## config.mk

```make
export PLATFORM = sky130hd
export DESIGN_NAME = mem_dma_initiator
export DESIGN_NICKNAME = d
export VERILOG_FILES = /design/src/rtl/mem_dma_initiator.sv
export SDC_FILE = /design/constraint.sdc
export NUM_CORES = 1
export LEC_CHECK = 0
export ABC_CLOCK_PERIOD_IN_PS = 2100
export CELL_PAD_IN_SITES_DETAIL_PLACEMENT = 1
export CELL_PAD_IN_SITES_GLOBAL_PLACEMENT = 2
export CORE_MARGIN = 8
export CORE_UTILIZATION = 28
export DETAILED_ROUTE_END_ITERATION = 6
export GPL_ROUTABILITY_DRIVEN = 0
export PLACE_DENSITY_LB_ADDON = 0.2
export SYNTH_ARGS = -nofsm -noshare
export SYNTH_HDL_FRONTEND = slang
export SYNTH_SLANG_ARGS = --single-unit
```

## constraint.sdc

```tcl
create_clock -name clk -period 2.1 [get_ports clk]
set_input_delay 0.315 -clock clk [delete_from_list [all_inputs] [get_ports clk]]
set_output_delay 0.315 -clock clk [all_outputs]
set_load 0.01 [all_outputs]
```

## src/rtl/mem_dma_initiator.sv

```systemverilog
// Block-command requester (FILL / COPY / CHECK) for the scratchpad's dmem-style port.
// Optional feature: define MEM_DMA_PAT_INC_EN to make the FILL/CHECK pattern step by +1 per word.
module mem_dma_initiator #(
  parameter int AW = 32,
  parameter int DW = 32,
  parameter int LW = 16
) (
  input  logic          clk,
  input  logic          rst_n,
  input  logic          cmd_valid,
  output logic          cmd_ready,
  input  logic [1:0]    cmd_op,
  input  logic [AW-1:0] cmd_src,
  input  logic [AW-1:0] cmd_dst,
  input  logic [LW-1:0] cmd_len,
  input  logic [DW-1:0] cmd_pattern,
  output logic          busy,
  output logic          done,
  output logic          mismatch,
  output logic [AW-1:0] fail_addr,
  output logic          mem_req_valid,
  input  logic          mem_req_ready,
  output logic [AW-1:0] mem_req_addr,
  output logic [DW-1:0] mem_req_data,
  output logic          mem_req_fcn,
  output logic [2:0]    mem_req_typ,
  input  logic          mem_resp_valid,
  input  logic [DW-1:0] mem_resp_data
);

  typedef enum logic [2:0] {
    S_IDLE,
    S_RD,
    S_RD_WAIT,
    S_WR,
    S_FIN
  } state_t;

  localparam logic [1:0] OP_FILL = 2'd0;
  localparam logic [1:0] OP_COPY = 2'd1;
  localparam logic [1:0] OP_RSVD = 2'd3;

  localparam logic [AW-1:0] WORD_BYTES = AW'(4);
  localparam logic [AW-1:0] ALIGN_MASK = ~AW'(3);

`ifdef MEM_DMA_PAT_INC_EN
  localparam logic [DW-1:0] PAT_STEP = DW'(1);
`else
  localparam logic [DW-1:0] PAT_STEP = '0;
`endif

  state_t        state_reg, state_next;
  logic [1:0]    op_reg, op_next;
  logic [AW-1:0] src_reg, src_next;
  logic [AW-1:0] dst_reg, dst_next;
  logic [LW-1:0] rem_reg, rem_next;
  logic [DW-1:0] pat_reg, pat_next;
  logic [DW-1:0] rdata_reg, rdata_next;
  logic          mismatch_reg, mismatch_next;
  logic [AW-1:0] fail_addr_reg, fail_addr_next;
  logic          rd_done;
  logic          last_word;

  assign mem_req_typ = 3'd3;
  assign mismatch    = mismatch_reg;
  assign fail_addr   = fail_addr_reg;
  assign last_word   = (rem_reg == LW'(1));

  always_comb begin
    state_next     = state_reg;
    op_next        = op_reg;
    src_next       = src_reg;
    dst_next       = dst_reg;
    rem_next       = rem_reg;
    pat_next       = pat_reg;
    rdata_next     = rdata_reg;
    mismatch_next  = mismatch_reg;
    fail_addr_next = fail_addr_reg;
    rd_done        = 1'b0;
    cmd_ready      = 1'b0;
    busy           = 1'b1;
    done           = 1'b0;
    mem_req_valid  = 1'b0;
    mem_req_fcn    = 1'b0;
    mem_req_addr   = '0;
    mem_req_data   = '0;

    case (state_reg)
      S_IDLE: begin
        busy      = 1'b0;
        cmd_ready = 1'b1;
        if (cmd_valid) begin
          op_next        = cmd_op;
          src_next       = cmd_src & ALIGN_MASK;
          dst_next       = cmd_dst & ALIGN_MASK;
          rem_next       = cmd_len;
          pat_next       = cmd_pattern;
          mismatch_next  = 1'b0;
          fail_addr_next = '0;
          if (cmd_len == '0 || cmd_op == OP_RSVD) begin
            state_next = S_FIN;
          end else if (cmd_op == OP_FILL) begin
            state_next = S_WR;
          end else begin
            state_next = S_RD;
          end
        end
      end

      S_RD: begin
        mem_req_valid = 1'b1;
        mem_req_addr  = src_reg;
        if (mem_req_ready) begin
          // A zero-wait memory answers in the accept cycle; otherwise park until it does.
          if (mem_resp_valid) begin
            rd_done = 1'b1;
          end else begin
            state_next = S_RD_WAIT;
          end
        end
      end

      S_RD_WAIT: begin
        if (mem_resp_valid) begin
          rd_done = 1'b1;
        end
      end

      S_WR: begin
        mem_req_valid = 1'b1;
        mem_req_fcn   = 1'b1;
        mem_req_addr  = dst_reg;
        mem_req_data  = (op_reg == OP_FILL) ? pat_reg : rdata_reg;
        if (mem_req_ready) begin
          dst_next = dst_reg + WORD_BYTES;
          rem_next = rem_reg - LW'(1);
          if (op_reg == OP_COPY) begin
            src_next = src_reg + WORD_BYTES;
          end else begin
            pat_next = pat_reg + PAT_STEP;
          end
          if (last_word) begin
            state_next = S_FIN;
          end else if (op_reg == OP_FILL) begin
            state_next = S_WR;
          end else begin
            state_next = S_RD;
          end
        end
      end

      S_FIN: begin
        done       = 1'b1;
        state_next = S_IDLE;
      end

      default: begin
        state_next = S_IDLE;
      end
    endcase

    if (rd_done) begin
      if (op_reg == OP_COPY) begin
        rdata_next = mem_resp_data;
        state_next = S_WR;
      end else begin
        // CHECK keeps scanning after a miss; only the first address is reported.
        if (mem_resp_data != pat_reg && !mismatch_reg) begin
          mismatch_next  = 1'b1;
          fail_addr_next = src_reg;
        end
        src_next   = src_reg + WORD_BYTES;
        pat_next   = pat_reg + PAT_STEP;
        rem_next   = rem_reg - LW'(1);
        state_next = last_word ? S_FIN : S_RD;
      end
    end
  end

  always_ff @(posedge clk) begin
    if (!rst_n) begin
      state_reg     <= S_IDLE;
      op_reg        <= '0;
      src_reg       <= '0;
      dst_reg       <= '0;
      rem_reg       <= '0;
      pat_reg       <= '0;
      rdata_reg     <= '0;
      mismatch_reg  <= 1'b0;
      fail_addr_reg <= '0;
    end else begin
      state_reg     <= state_next;
      op_reg        <= op_next;
      src_reg       <= src_next;
      dst_reg       <= dst_next;
      rem_reg       <= rem_next;
      pat_reg       <= pat_next;
      rdata_reg     <= rdata_next;
      mismatch_reg  <= mismatch_next;
      fail_addr_reg <= fail_addr_next;
    end
  end

endmodule
```

# --- Yosys cells after proc, flatten, opt, wreduce, memory -nomap -nowiden ---
# Cells that the tools add are included.
word_totals:
  regBits: 182
  inputBits: 151
  output_inout_bits: 105
  elab_cells: 92
classes:
  n_addsub: 3
  n_eq_ne: 16
  muxes: 51
  reduce_logical: 13
ops:
  columns: ["cell", "count"]
  rows:
  - ["$mux 32", 18]
  - ["$pmux 32 s2", 3]
  - ["$add 32x3->32 const B", 2]
  - ["$mux 16", 4]
  - ["$ne 32x32->1", 1]
  - ["$pmux 16 s2", 1]
  - ["$mux 3", 9]
  - ["$eq 16x1->1 const B", 1]
  - ["$logic_not 16->1", 1]
  - ["$sub 16x1->16 const B", 1]
  - ["$mux 1", 12]
  - ["$ne 3x3->1 const B", 4]
  - ["$pmux 3 s4", 1]
  - ["$eq 3x2->1 const B", 2]
  - ["$ne 2x2->1 const B", 3]
  - ["$reduce_and 5->1", 1]
  - ["$logic_not 2->1", 2]
  - ["$mux 2", 2]
  - ["$reduce_and 2->1", 2]
  - ["$eq 3x1->1 const B", 1]
  - ["$eq 3x3->1 const B", 1]
  - ["$logic_not 3->1", 1]
  - ["$reduce_and 3->1", 1]
  - ["$eq 2x1->1 const B", 1]
  - ["8 further kinds", 8]

# --- Logic depth before layout (Yosys ltp) ---
# Gate-level depths: netlist of the first run.
logic_depth:
  ltp_word: 6
  mapped_depth: 9
  ltp_nobuf: 6

# --- Worst setup path after synthesis of the first run ---
# Ideal clock, no wire load.
synth_timing:
  path_type: "register -> register"
  from: "reg dst_reg[2]"
  to: "reg dst_reg[24]"
  setup_time_ns: 0.141
  t_arrival_ns: 1.728
  required_ns: 1.959
  slack_ns: 0.231
  path_stages_with_launch: 8
  path_buffers: 1
  period_less_slack_ns: 1.869
  path_cell_list: "dfxtp_1 -> ha_1 -> and3_1 -> buf_2 -> nand4_2 -> or4_1 -> o21ai_0 -> a221oi_1"
synth_between:
  elab_chain_len: 3
synth_rtl:
  columns: ["item", "line_no", "rtl"]
  rows:
  - ["from (decl)", "55", "logic [AW-1:0] dst_reg, dst_next;"]
  - ["from (signal assigned)", "195", "dst_reg <= dst_next;"]
  - ["$add 32x3->32", "135", "dst_next = dst_reg + WORD_BYTES;"]
  - ["$mux 32", "134", "if (mem_req_ready) begin"]
  - ["$pmux 32 s2", "88", "case (state_reg)"]
# No other way between the ends. The select of a mux whose other input is x is not followed.
# A chain may end at the register's enable or synchronous reset.

# --- Worst setup path after layout of the first run ---
layout_timing:
  from: "reg state_reg[1]"
  to: "out mem_req_addr[3]"
layout_between:
  elab_chain_len: 2
  elab_cells_between_ends: 3
  cone_classes: "eq/ne: 2; mux: 1"
layout_rtl:
  columns: ["item", "line_no", "rtl"]
  rows:
  - ["from (decl)", "52", "state_t state_reg, state_next;"]
  - ["from (signal assigned)", "192", "state_reg <= state_next;"]
  - ["$eq 3x2->1 or $eq 3x1->1 (tied branches)", "88", null]
  - ["$pmux 32 s2 *", "88", null]
  - ["to (decl)", "23", "output logic [AW-1:0] mem_req_addr,"]
# Every way passes the cells marked *; elsewhere a longest branch is shown, timed or not.

==> run metrics, run 1 <==
status complete, no violations; max_slew headroom 65.44%; internal power about 8.6 mW; Primary FF master, synth dfxtp_1; ANT nets after route 0; Post-synth EDFFs 0; WL met3 2068 um; Cells on Worst Hold Path 3; Switching Fraction 37.83%; data arrival time of the worst path 1.77 ns; Syn Inst Count 1327; R2R Path Start state_reg[1]; Worst-Skew Late Latency 0.46 ns; setup tns final 0 ns; DP HPWL ~34000 um; Synth area leaders dfxtp_1, nand2_1, a21oi_1; pins over their slew limit 0; Worst R2R End src_reg[5]; wl on met1 20490 um; clock buffer count from CTS 17; vias in the first global route 11510; synth unique cells 76; max_cap viols 0; worst-case reg-to-reg path depth 9; Avg Cell Area, Syn 7.620 um2; row count 69; H-tree levels 4; clk root buf clkbuf_16; P_sw 5.224 mW; CP max stage delay 0.42 ns; maximum clock insertion buffer count 2; RSZ-0062 raised after global routing true; Die Ht 206.0 um; PwrDens just over 900 mW/mm2; critical path's slowest cell dfxtp_4; clk sinks 180; sequential area share after synthesis 35.63%; combinational share of power 43.4%; Final Setup Violations 0; post-DR wirelength/cell approximately 21 um; YS warnings 0; maximum VDD drop 627.2 uV; Hold Crit Class in -> reg; crit end category primary output; core area 0.03557 mm2; CTS Hold Bufs 0; share of cells above drive strength 1 18.65%; GRT Total Usage between 20% and 30%; largest net degree at the start of global routing 63; Fillers 4268; Area growth, synth to finish 48.94%; antenna violations before repair 1; crit path launch type flip-flop; area taken by multi-input logic gates 0.006228 mm2; synthesized area 0.01011 mm2; Least-Margin Pin Slew 0.5136 ns; Fin. Hold Viols 0; most frequent cell after synthesis nand2_1; vias per cell 5.175; Req. time, crit path 1.78 ns; Starting Density 28.43%; synth cell count leaders nand2_1, dfxtp_1, a21oi_1; dpl ws -0.8836 ns; Worst Skew 0.01483 ns; P_leak 5.562 nW; port buffer count 248; sequential share of power 32.2%; WHS Endpoint fail_addr[1]; post-layout min period 2.081 ns; Tcrit/Tclk final 99.08%; Die Span X about 210 um; DRC viols 0; vias post-DR 10970; Worst-path clk slew ~0.070 ns; async set-reset flop share out of synthesis 0%; wire length on met2 between 20000 and 25000 um; CTS tree yes; leading area contributor after synthesis dfxtp_1; Sequential Area about 0.0036 mm2; TritonRoute pass-1 iters 5; maximum clock frequency 480.6 MHz; Crit Path Category reg -> out; first-pass GRT wire length 68090 um; critical path peak fanout 11; final layout net count 1800; # IOs 256; Clock Power Share 24.5%; DR top layer met5; die footprint between 0.04 and 0.05 mm2; critical path cell sequence buf_8 -> buf_12 -> mux2i_2 -> nor2_1 -> dlygate4sd2_1; Detailed Route WL 45140 um; Final WS setup 0.01940 ns; flip-flop and latch count after synthesis 180; fin util 42.34%; setup slack, reg-to-reg 0.05 ns; Yosys top cell area share 35.63%; initial drt markers around 710; grt total ovfl 0; hold path start rst_n
per-stage QoR:
| stage | hold WS (ns) | power (mW) | std cells | cell area [um2] |
|---|---|---|---|---|
| after floorplan | 0.4366 | 7.456 | 1328 | 10120 |
| after global placement | 0.4423 | 9.999 | 2064 | 13950 |
| after detailed placement | 0.4489 | 10.08 | 2064 | 13950 |
| after CTS | 0.2573 | 13.74 | 2114 | 14880 |
| after global routing | 0.3057 | 14.61 | 2118 | 15060 |
| final | 0.2825 | 13.81 | 2119 | 15060 |
cells in the final DEF, fill, tap and decap left out, types with 22 or more instances in the layout:
master           instances
nand4_1                 22
o21ai_0                 34
clkdlybuf4s50_1        179
buf_2                   24
mux2i_1                 58
buf_4                  132
a22oi_1                 22
nor3_1                  25
dlygate4sd2_1           31
dfxtp_1                176
xnor2_1                 40
nand3_1                 63
buf_12                  23
nor2_1                  62
nand2_1                293
a21oi_1                124
and3_1                  23
kinds of logic (layout without fill, tap and decap cells):
| family | Yosys count | in the layout | share of synthesized area [%] |
|---|---|---|---|
| other | 2 | 4 | 0.07427 |
| XOR/XNOR | 57 | 57 | 4.937 |
| buffers and inverters | 131 | 460 | 5.890 |
| multiplexers | 64 | 64 | 6.347 |
| adder cells (fa/ha/maj) | 4 | 4 | 0.4949 |
| AND/OR/NAND/NOR | 578 | 578 | 27.12 |
| flip-flops | 180 | 180 | 35.63 |
| AO/OA/AOI/OAI | 311 | 311 | 19.50 |
worst max-delay path: cells and delay by family (launching register included):
family | cells | cell delay [ns]
buffers and inverters | 3 | 0.61
DFF | 1 | 0.42
muxes | 1 | 0.21
and+or+nand+nor | 1 | 0.07
metal layers:
metal | up-vias | GRT usage, %
li1 | 5330 | -
met1 | 5349 | 26.47
met2 | 241 | 34.89
met3 | 43 | 3.981
met4 | 2 | 6.160
met5 | - | 0
power groups by stage:
stage          sequential [mW]  combinational [mW]  clock, mW
2_1_floorplan             4.34                3.12          0
5_1_grt                   4.52                6.49       3.60
6_report                  4.44                5.99       3.38
3_3_place_gp              4.48                5.52          0
3_5_place_dp              4.50                5.58          0
4_1_cts                   4.44                5.84       3.46
worst max-delay path by stage:
| stage | start | end | slack, ns |
|---|---|---|---|
| after floorplan | state_reg[2] | mem_req_data[21] | 0.23 |
| after global placement | mem_resp_data[14] | fail_addr[8] | -0.87 |
| after detailed placement | mem_resp_data[14] | fail_addr[5] | -0.88 |
| after CTS | state_reg[2] | mem_req_addr[22] | -0.26 |
| after global routing | state_reg[1] | mem_req_addr[3] | -0.06 |
| final | state_reg[1] | mem_req_addr[3] | 0.02 |
final cells by class:
type	count	area share [%]
antenna	1	0.01662
clock buffer	21	3.124
clock inverter	10	0.8058
inverter	13	0.3489
multi-input combinational	1017	41.36
sequential	180	23.98
tap	461	3.830
timing repair buffer	416	26.54
timing repair:
item / in CTS / in global routing
gates cloned: 3 / 1
resized for setup: 236 / 38
setup endpoints to repair: 102 / 136
setup buffers: 16 / 4
pin swaps: 1 / 5
No activity file was read; power rests on OpenSTA's default activity.
==> run 2: changes to the inputs <==
--- a/config.mk
+++ b/config.mk
@@ -13,6 +13,7 @@
 export DETAILED_ROUTE_END_ITERATION = 6
 export GPL_ROUTABILITY_DRIVEN = 0
 export PLACE_DENSITY_LB_ADDON = 0.2
+export REMOVE_ABC_BUFFERS = 1
 export SYNTH_ARGS = -nofsm -noshare
 export SYNTH_HDL_FRONTEND = slang
 export SYNTH_SLANG_ARGS = --single-unit
==> constraint.sdc (replaced) <==
create_clock -name clk -period 2.1 [get_ports clk]
set_input_delay 0.21 -clock clk [delete_from_list [all_inputs] [get_ports clk]]
set_output_delay 0.21 -clock clk [all_outputs]
set_load 0.01 [all_outputs]
==> run metrics, run 2 (synthesized netlist as in run 1, its figures left out) <==
status complete, no violations (unchanged); Tcrit/Tclk final 96.31% (was 99.08%); share of cells above drive strength 1 14.97% (was 18.65%); critical path peak fanout 12 (was 11); initial drt markers 512 (was 709); clock buffer count from CTS 17 (unchanged); GRT Total Usage 19.98% (was 20.70%); pins over their slew limit 0 (unchanged); port buffer count 248 (unchanged); Worst-path clk slew 0.07 ns (about the same); commonest non-fill, non-tap cell in the layout nand2_1 (unchanged); post-DR wirelength/cell 21.06 um (was 21.30 um); DP HPWL 31660 um (was 33720 um); Area growth, synth to finish 45.68% (was 48.94%); max_cap viols 0 (unchanged); critical path's slowest cell dfxtp_4 (unchanged); core area 0.03557 mm2 (unchanged); final layout net count 1773 (was 1800); row count 69 (unchanged); die footprint 0.04245 mm2 (unchanged); TritonRoute pass-1 iters 5 (unchanged); crit end category primary output (unchanged); Fin. Hold Viols 0 (unchanged); Final Setup Violations 0 (unchanged); setup tns final 0 ns (unchanged); DRC viols 0 (unchanged); Least-Margin Pin Slew 0.4942 ns (was 0.5136 ns); Cell Area, Placed 0.01385 mm2 (was 0.01395 mm2); vias in the first global route 11240 (was 11510); clk sinks 180 (unchanged); maximum VDD drop 601.0 uV (was 627.2 uV); ANT nets after route 0 (unchanged); Worst-Skew Late Latency 0.45 ns (was 0.46 ns); maximum clock insertion buffer count 2 (unchanged); Req. time, crit path 1.89 ns (was 1.78 ns); worst-case reg-to-reg path depth 7 (was 9); P_leak 5.386 nW (was 5.562 nW); vias post-DR 10910 (was 10970); first-pass GRT wire length 66270 um (was 68090 um); Hold Crit Class in -> reg (unchanged); critical path cell sequence buf_8 -> buf_12 -> mux2i_1 -> nor2_1 -> dlygate4sd2_1 (was buf_8 -> buf_12 -> mux2i_2 -> nor2_1 -> dlygate4sd2_1); max_slew headroom 66.75% (was 65.44%); Detailed Route WL 44060 um (was 45140 um); # IOs 256 (unchanged); vias per cell 5.216 (was 5.175); data arrival time of the worst path 1.81 ns (was 1.77 ns); Die Ht 206.0 um (unchanged); CP max stage delay 0.38 ns (was 0.42 ns); Worst Skew 0.01407 ns (was 0.01483 ns); final non-filler cell area 0.01473 mm2 (was 0.01506 mm2); grt total ovfl 0 (unchanged); Die Span X 206.0 um (unchanged); Crit Path Category reg -> out (unchanged); Starting Density 28.43% (unchanged); maximum clock frequency 494.4 MHz (was 480.6 MHz); Fillers 4258 (was 4268); H-tree levels 4 (unchanged); antenna violations before repair 2 (was 1); CTS tree yes (unchanged); PwrDens 928.5 mW/mm2 (was 916.9 mW/mm2); clk root buf clkbuf_16 (unchanged); Cells on Worst Hold Path 2 (was 3); crit path launch type flip-flop (unchanged); largest net degree at the start of global routing 50 (was 63); commonest non-fill, non-tap cells in the layout nand2_1, clkdlybuf4s50_1, dfxtp_1, a21oi_1, buf_4 (was nand2_1, clkdlybuf4s50_1, dfxtp_1, buf_4, a21oi_1); post-layout min period 2.023 ns (was 2.081 ns)
## run 2: worst max-delay path, delay by kind of cell (launching register included)
| family | cells | cell delay [ns] |
|---|---|---|
| buffers and inverters | 3 | 0.63 |
| flip-flops | 1 | 0.38 |
| multiplexers | 1 | 0.28 |
| AND/OR/NAND/NOR | 1 | 0.06 |
## run 2: path summary, 6_finish.rpt
check	from	end	slack (ns)
max	state_reg[1]	mem_req_addr[20]	0.08
min	rst_n	src_reg[12]	0.18
max reg2reg	state_reg[0]	dst_reg[15]	0.08
min reg2reg	rdata_reg[25]	rdata_reg[25]	0.46
## run 2: metal layers
| layer | GRT usage [%] | vias up | part of all wire (%) |
|---|---|---|---|
| li1 | - | 5277 | - |
| met1 | 27.40 | 5391 | 48 |
| met2 | 31.91 | 211 | 46 |
| met3 | 3.934 | 31 | 4.6 |
| met4 | 4.588 | 2 | 1.3 |
| met5 | 0 | - | 0.030 |
## run 2: area by class of cell
type / count / area [um2] / share of cell area (%)
repair buffers: 389 / 3856 / 26.18
diodes: 1 / 2.502 / 0.01699
inverters: 13 / 52.55 / 0.3567
clock inverters: 14 / 176.4 / 1.198
multi-input cells: 1017 / 6028 / 40.92
well taps: 461 / 576.8 / 3.915
clock buffers: 17 / 425.4 / 2.888
flip-flops and latches: 180 / 3613 / 24.53
## run 2: where the power goes
part	leakage [nW]	internal (mW)	switching [mW]
clock	0.284	1.89	1.57
sequential	1.47	3.89	0.531
combinational	3.63	2.68	3.13
total	5.39	8.46	5.22
## run 2: timing repair
item / CTS / global route
pin swaps: 2 / 3
setup endpoints to repair: 70 / 90
resized for setup: 109 / 34
hold buffers: 0 / 0
buffers inserted: 4 / 5
cloned: 4 / 2
hold endpoints to repair: 0 / 0
## run 2: through the flow
step	hold slack [ns]	cells	total power, mW	util [%]	setup WS (ns)
floorplan	0.3269	1210	7.208	-	-2.802
global placement	0.4422	2046	9.916	38.95	-0.1833
detailed placement	0.4486	2046	9.997	38.95	-0.2347
CTS	0.1418	2085	13.68	41.09	-0.04680
global route	0.1599	2092	14.47	41.42	-0.001982
finish	0.1763	2092	13.68	41.42	0.07743
==> run 3: changes to the inputs <==
--- a/config.mk
+++ b/config.mk
@@ -14,6 +14,7 @@
 export GPL_ROUTABILITY_DRIVEN = 0
 export PLACE_DENSITY_LB_ADDON = 0.2
 export REMOVE_ABC_BUFFERS = 1
+export SETUP_SLACK_MARGIN = 0.4
 export SYNTH_ARGS = -nofsm -noshare
 export SYNTH_HDL_FRONTEND = slang
 export SYNTH_SLANG_ARGS = --single-unit
==> run metrics, run 3 (synthesized netlist as in run 1, its figures left out) <==
Final WS setup 0.1176 ns (was 0.07743 ns); clock buffer count from CTS 17 (unchanged); Fin. Hold Viols 0 (unchanged); max_slew headroom 66.52% (was 66.75%); DRC viols 0 (unchanged); maximum clock insertion buffer count 2 (unchanged); Layout Cells excl Fill 2204 (was 2092); Cells on Worst Hold Path 2 (unchanged); Die Span X 206.0 um (unchanged); Crit Path Category reg -> reg (was reg -> out); grt total ovfl 0 (unchanged); R2R Path Start dst_reg[8] (was state_reg[0]); H-tree levels 4 (unchanged); Worst R2R End dst_reg[17] (was dst_reg[15]); Worst-path clk slew 0.07 ns (about the same); final layout net count 1884 (was 1773); clk sinks 180 (unchanged); CTS tree yes (unchanged); Buf/Inv on CP 1 (was 3); vias per cell 5.357 (was 5.216); maximum VDD drop 651.9 uV (was 601.0 uV); CTS Hold Bufs 0 (unchanged); Most common cell on crit path a311oi_1; crit path launch type flip-flop (unchanged); row count 69 (unchanged); port buffer count 248 (unchanged); Die Ht 206.0 um (unchanged); Cell Area, Placed 0.01385 mm2 (unchanged); cell family with most CP delay simple AND/OR/NAND/NOR gates (was buffers and inverters); commonest non-fill, non-tap cells in the layout nand2_1, clkdlybuf4s50_1, dfxtp_1, buf_4, a21oi_1 (was nand2_1, clkdlybuf4s50_1, dfxtp_1, a21oi_1, buf_4); Hold Crit Class in -> reg (unchanged); die footprint 0.04245 mm2 (unchanged); PwrDens 965.1 mW/mm2 (was 928.5 mW/mm2); WL met3 2773 um (was 2041 um); CP max stage delay 0.49 ns (was 0.38 ns); DR top layer met5 (unchanged); crit end category flip-flop (was primary output); GRT Total Usage 21.53% (was 19.98%); setup slack, reg-to-reg 0.12 ns (was 0.08 ns); data arrival time of the worst path 2.33 ns (was 1.81 ns); Worst-Skew Late Latency 0.46 ns (was 0.45 ns); commonest non-fill, non-tap cell in the layout nand2_1 (unchanged); Starting Density 28.43% (unchanged); Worst Skew 0.01351 ns (was 0.01407 ns); clk root buf clkbuf_16 (unchanged); TritonRoute pass-1 iters 5 (unchanged); largest net degree at the start of global routing 50 (unchanged); Area growth, synth to finish 73.00% (was 45.68%); # IOs 256 (unchanged); worst-case reg-to-reg path depth 6 (was 7); dpl ws -0.2347 ns (unchanged); P_leak 6.554 nW (was 5.386 nW); critical path peak fanout 9 (was 12); wire length on met2 25190 um (was 20260 um); critical path's slowest cell dfxtp_1 (was dfxtp_4); cell total after placement 2046 (unchanged); RSZ-0062 raised after global routing true; Detailed Route WL 53250 um (was 44060 um); core area 0.03557 mm2 (unchanged); DP HPWL 31660 um (unchanged); max_cap viols 0 (unchanged); Req. time, crit path 2.44 ns (was 1.89 ns); post-layout min period 1.982 ns (was 2.023 ns); share of cells above drive strength 1 34.06% (was 14.97%); wl on met1 24210 um (was 21170 um); first-pass GRT wire length 70790 um (was 66270 um); ANT nets after route 0 (unchanged); final non-filler cell area 0.01749 mm2 (was 0.01473 mm2); status complete, no violations (unchanged); fin util 49.18% (was 41.42%); maximum clock frequency 504.4 MHz (was 494.4 MHz); antenna violations before repair 3 (was 2); vias post-DR 11810 (was 10910); pins over their slew limit 0 (unchanged); initial drt markers 686 (was 512); Least-Margin Pin Slew 0.4977 ns (was 0.4942 ns); Tcrit/Tclk final 94.40% (was 96.31%); post-DR wirelength/cell 24.16 um (was 21.06 um); critical path cell sequence nand2_1 -> or3_1 -> buf_4 -> nor3_4 -> a311oi_1 -> a311oi_1 (was buf_8 -> buf_12 -> mux2i_1 -> nor2_1 -> dlygate4sd2_1); setup tns final 0 ns (unchanged); vias in the first global route 11780 (was 11240); hold path start rst_n (unchanged); WHS Endpoint src_reg[12] (unchanged); Final Setup Violations 0 (unchanged)
[run 3: worst max path at each step]
stage                                  from             to  slack [ns]  cells past startpoint
after floorplan                state_reg[1]    dst_reg[14]       -2.80                      5
after global placement    mem_resp_data[16]  fail_addr[19]       -0.18                      8
after detailed placement   mem_resp_data[0]  fail_addr[18]       -0.23                      8
after CTS                      state_reg[2]  fail_addr[18]        0.15                     10
after global routing           state_reg[0]     src_reg[3]        0.03                      8
final                            dst_reg[8]    dst_reg[17]        0.12                      6
[run 3: per-layer routing]
metal  track usage, %  vias to the layer above
met4            5.146                        2
met5                0                        -
li1                 -                     5523
met2            34.43                      329
met1            29.23                     5891
met3            4.530                       62
[run 3: stage by stage]
step / total power [mW] / hold WS, ns
finish: 16.88 / 0.1656
detailed placement: 9.997 / 0.4486
floorplan: 7.208 / 0.3269
CTS: 14.75 / 0.1423
global placement: 9.916 / 0.4422
global route: 17.61 / 0.1540
[run 3: report_power, final]
part	leakage, nW	total [mW]	switching (mW)	internal [mW]
clock	0.284	3.49	1.61	1.89
sequential	1.48	4.54	0.636	3.90
combinational	4.79	8.85	4.34	4.51
total	6.55	16.9	6.59	10.3
[run 3: final cells by class]
cell class / count / area, um2
sequential: 180 / 3638
inverter: 13 / 63.81
timing repair buffer: 500 / 5469
antenna: 2 / 5.005
multi-input combinational: 1017 / 7139
clock inverter: 14 / 176.4
tap: 461 / 576.8
fill: 4074 / 18070
clock buffer: 17 / 425.4
[run 3: what timing repair did]
item                       CTS  global route
buffers inserted            36            52
hold endpoints to repair     0             0
setup endpoints to repair  250           250
cloned                      16            21
resized for setup          397           303
pin swaps                   20            98
==> RTL edit (config.mk and constraints of run 2) <==
Set the parameter `AW` to 64 (it was 32).
--- a/src/rtl/mem_dma_initiator.sv
+++ b/src/rtl/mem_dma_initiator.sv
@@ -3,3 +3,3 @@
 module mem_dma_initiator #(
-  parameter int AW = 32,
+  parameter int AW = 64,
   parameter int DW = 32,
Interface: changed (resized cmd_dst, cmd_src, fail_addr and mem_req_addr); port bits go from 256 to 384. No check against the original RTL was run, so the function may have changed too.
==> RTL edit against run 2 <==
  * The run now ends with setup timing left
  * Synthesized area increased by 49%
  * Sequential cell count increased by 96
  * Count of clock-buffer cells in the layout increased by 38
  * Non-clock buffer count increased by 451
  * Routed wire length increased by 100%
  * Setup slack got worse by 0.33 ns
  * Cell area increased by 84%
  * Die area increased by 45%
  * Total power increased by 93%
  * Critical path type is now register to register
  * Largest cell class unchanged
  * Largest power group unchanged
==> RTL edit: results (changes against run 2) <==
| Metric | Value |
|---|---|
| Status | finished with violations |
| Violated checks | setup timing |
| # setup viols final | 155 (+155) |
| Clk root buf | clkbuf_16 |
| CTS Buf Count | 36 (+19) |
| Vias per cell | 5.65 (+8.3%) |
| Detailed-router iteration count before antenna repair | 6 (+1) |
| Max VDD drop | 0.518 mV (-14%) |
| Setup Skew | 0.0259 ns (+0.0118 ns) |
| Worst-case clock buffer depth | 3 (+1) |
| CTS clk-pin slew, worst paths | 0.07 ns (about the same) |
| Syn Inst Count | 1915 (+44%) |
| Worst reg2reg startpoint | src_reg[3] |
| Rel. slew slack | 58.0% (-8.7 points) |
| Dpl ws | -0.676 ns (-0.441 ns) |
| Fillers | 6024 (+41%) |
| HPWL after detailed placement | 57300 um (+81%) |
| First-pass GRT wire length | 125000 um (+89%) |
| Initial DRC Count | 1368 (+170%) |
| Met2 WL | 42400 um (+110%) |
| # placed instances | 3121 (+53%) |
| Fraction of layout cells with a size suffix above 1 | 34.3% (+19 points) |
| Yosys warning count | 0 (unchanged) |
| Insertion delay to the later sink of the worst-skew pair | 0.56 ns (+0.11 ns) |
| CTS H-Tree Depth | 2 (-2) |
| WL met3 | 6280 um (+210%) |
| Initial antenna violation count | 3 (+1) |
| PnR worst setup slack | -0.251 ns (-0.328 ns) |
| Wire per inst | 26.9 um (+28%) |
| Crit. Startpoint | src_reg[3] |
| WP data arrival | 2.79 ns (+0.98 ns) |
| Maximum fanout along the worst path | 5 (-7) |
| Post-synthesis sequential area ratio | 36.6% (+0.92 points) |
| Fraction of registers with async set/reset | 0% (unchanged) |
| Distinct cells, synth | 77 (+1.3%) |
| Final-stage net count | 2853 (+61%) |
| Pleak | 10.3 nW (+92%) |
| GRT Total Usage | 26.7% (+6.8 points) |
| Hold wc startpoint | rst_n |
| Met1 wire length | 36600 um (+73%) |
| Top sig layer | met5 |
| Pin count of the biggest net entering global routing | 77 (+54%) |
| Vias in the first global route | 19.4k (+72%) |
| Main area contributors after synthesis | dfxtp_1 37%, mux2i_1 6.4%, nand2_1 6.4% |
| Final wirelength | 90100 um (+100%) |
| IO Port Bufs | 376 (+52%) |
| Commonest cells in the netlist | 276 x dfxtp_1, 256 x nand2_1, 193 x nor2_1 |
## RTL edit: cell count changes after synthesis, moves of 16 or more
| cell | before | now |
|---|---|---|
| xnor2_1 | 43 | 61 |
| buf_2 | 41 | 6 |
| clkbuf_1 | 59 | 131 |
| a22oi_1 | 22 | 61 |
| nand4_1 | 22 | 41 |
| mux2i_1 | 63 | 97 |
| nor2_1 | 68 | 193 |
| a21oi_1 | 148 | 164 |
| a22o_1 | 1 | 71 |
| o21ai_0 | 34 | 67 |
| nand2_1 | 293 | 256 |
| o22ai_1 | 13 | 40 |
| dfxtp_1 | 180 | 276 |
## RTL edit: through the flow
step	setup TNS [ns]	instance area, um^2	hold slack [ns]
after CTS	-19.65	25400	0.106
after floorplan	-1233.02	14500	0.326
final	-13.02	27100	0.130
after global placement	-69.49	21700	0.456
after detailed placement	-77.41	21700	0.459
after global routing	-23.06	27100	0.120
## RTL edit: final timing paths
kind | end | cells past startpoint | slack, ns
max | src_reg[56] | 8 | -0.25
min | dst_reg[40] | 2 | 0.13
max reg2reg | src_reg[56] | 8 | -0.25
min reg2reg | fail_addr[1] | 2 | 0.47
## RTL edit: area by class of cell
| type | count | area, um^2 | area share, % |
|---|---|---|---|
| inverter | 15 | 72.6 | 0.267 |
| timing repair buffer | 840 | 8850 | 32.6 |
| multi-input combinational | 1465 | 10700 | 39.4 |
| sequential | 276 | 5560 | 20.5 |
| clock inverter | 6 | 36.3 | 0.134 |
| clock buffer | 55 | 1070 | 3.95 |
| tap | 696 | 871 | 3.21 |
| antenna | 1 | 2.50 | 0.00922 |
## RTL edit: cell families after synthesis
kind of cell / Yosys count / share of synthesized area [%]
mux: 98 / 6.50
other cells: 2 / 0.0497
buf+inv: 176 / 4.60
fa+ha+maj: 4 / 0.331
xor+xnor: 86 / 4.98
simple gates: 751 / 24.1
flops: 276 / 36.6
compound gates: 522 / 22.8
## RTL edit: what timing repair did
action | CTS | global route
setup endpoints to repair | 269 | 276
gates cloned | 33 | 13
pin swaps | 88 | 106
resized for setup | 701 | 290
setup buffers | 71 | 79
## RTL edit: critical path: stages (launching register included)
cell     delay [ns]
dfxtp_2        0.36
ha_4           0.14
nand2_2        0.05
or4_4          0.53
or4_4          0.61
buf_6          0.17
nor4_4         0.13
xnor2_1        0.15
o22ai_1        0.09
## RTL edit: routing by layer
layer	global-route usage (%)	vias up
met4	12.4	2
met1	33.8	9452
met3	4.51	225
li1	-	8434
met5	0	-
met2	44.2	840
## RTL edit: power by group
part	internal (W)	leakage (nW)	switching, W
registers	0.00601	2.26	0.000718
clock network	0.00351	0.545	0.00254
logic	0.00662	7.52	0.00701
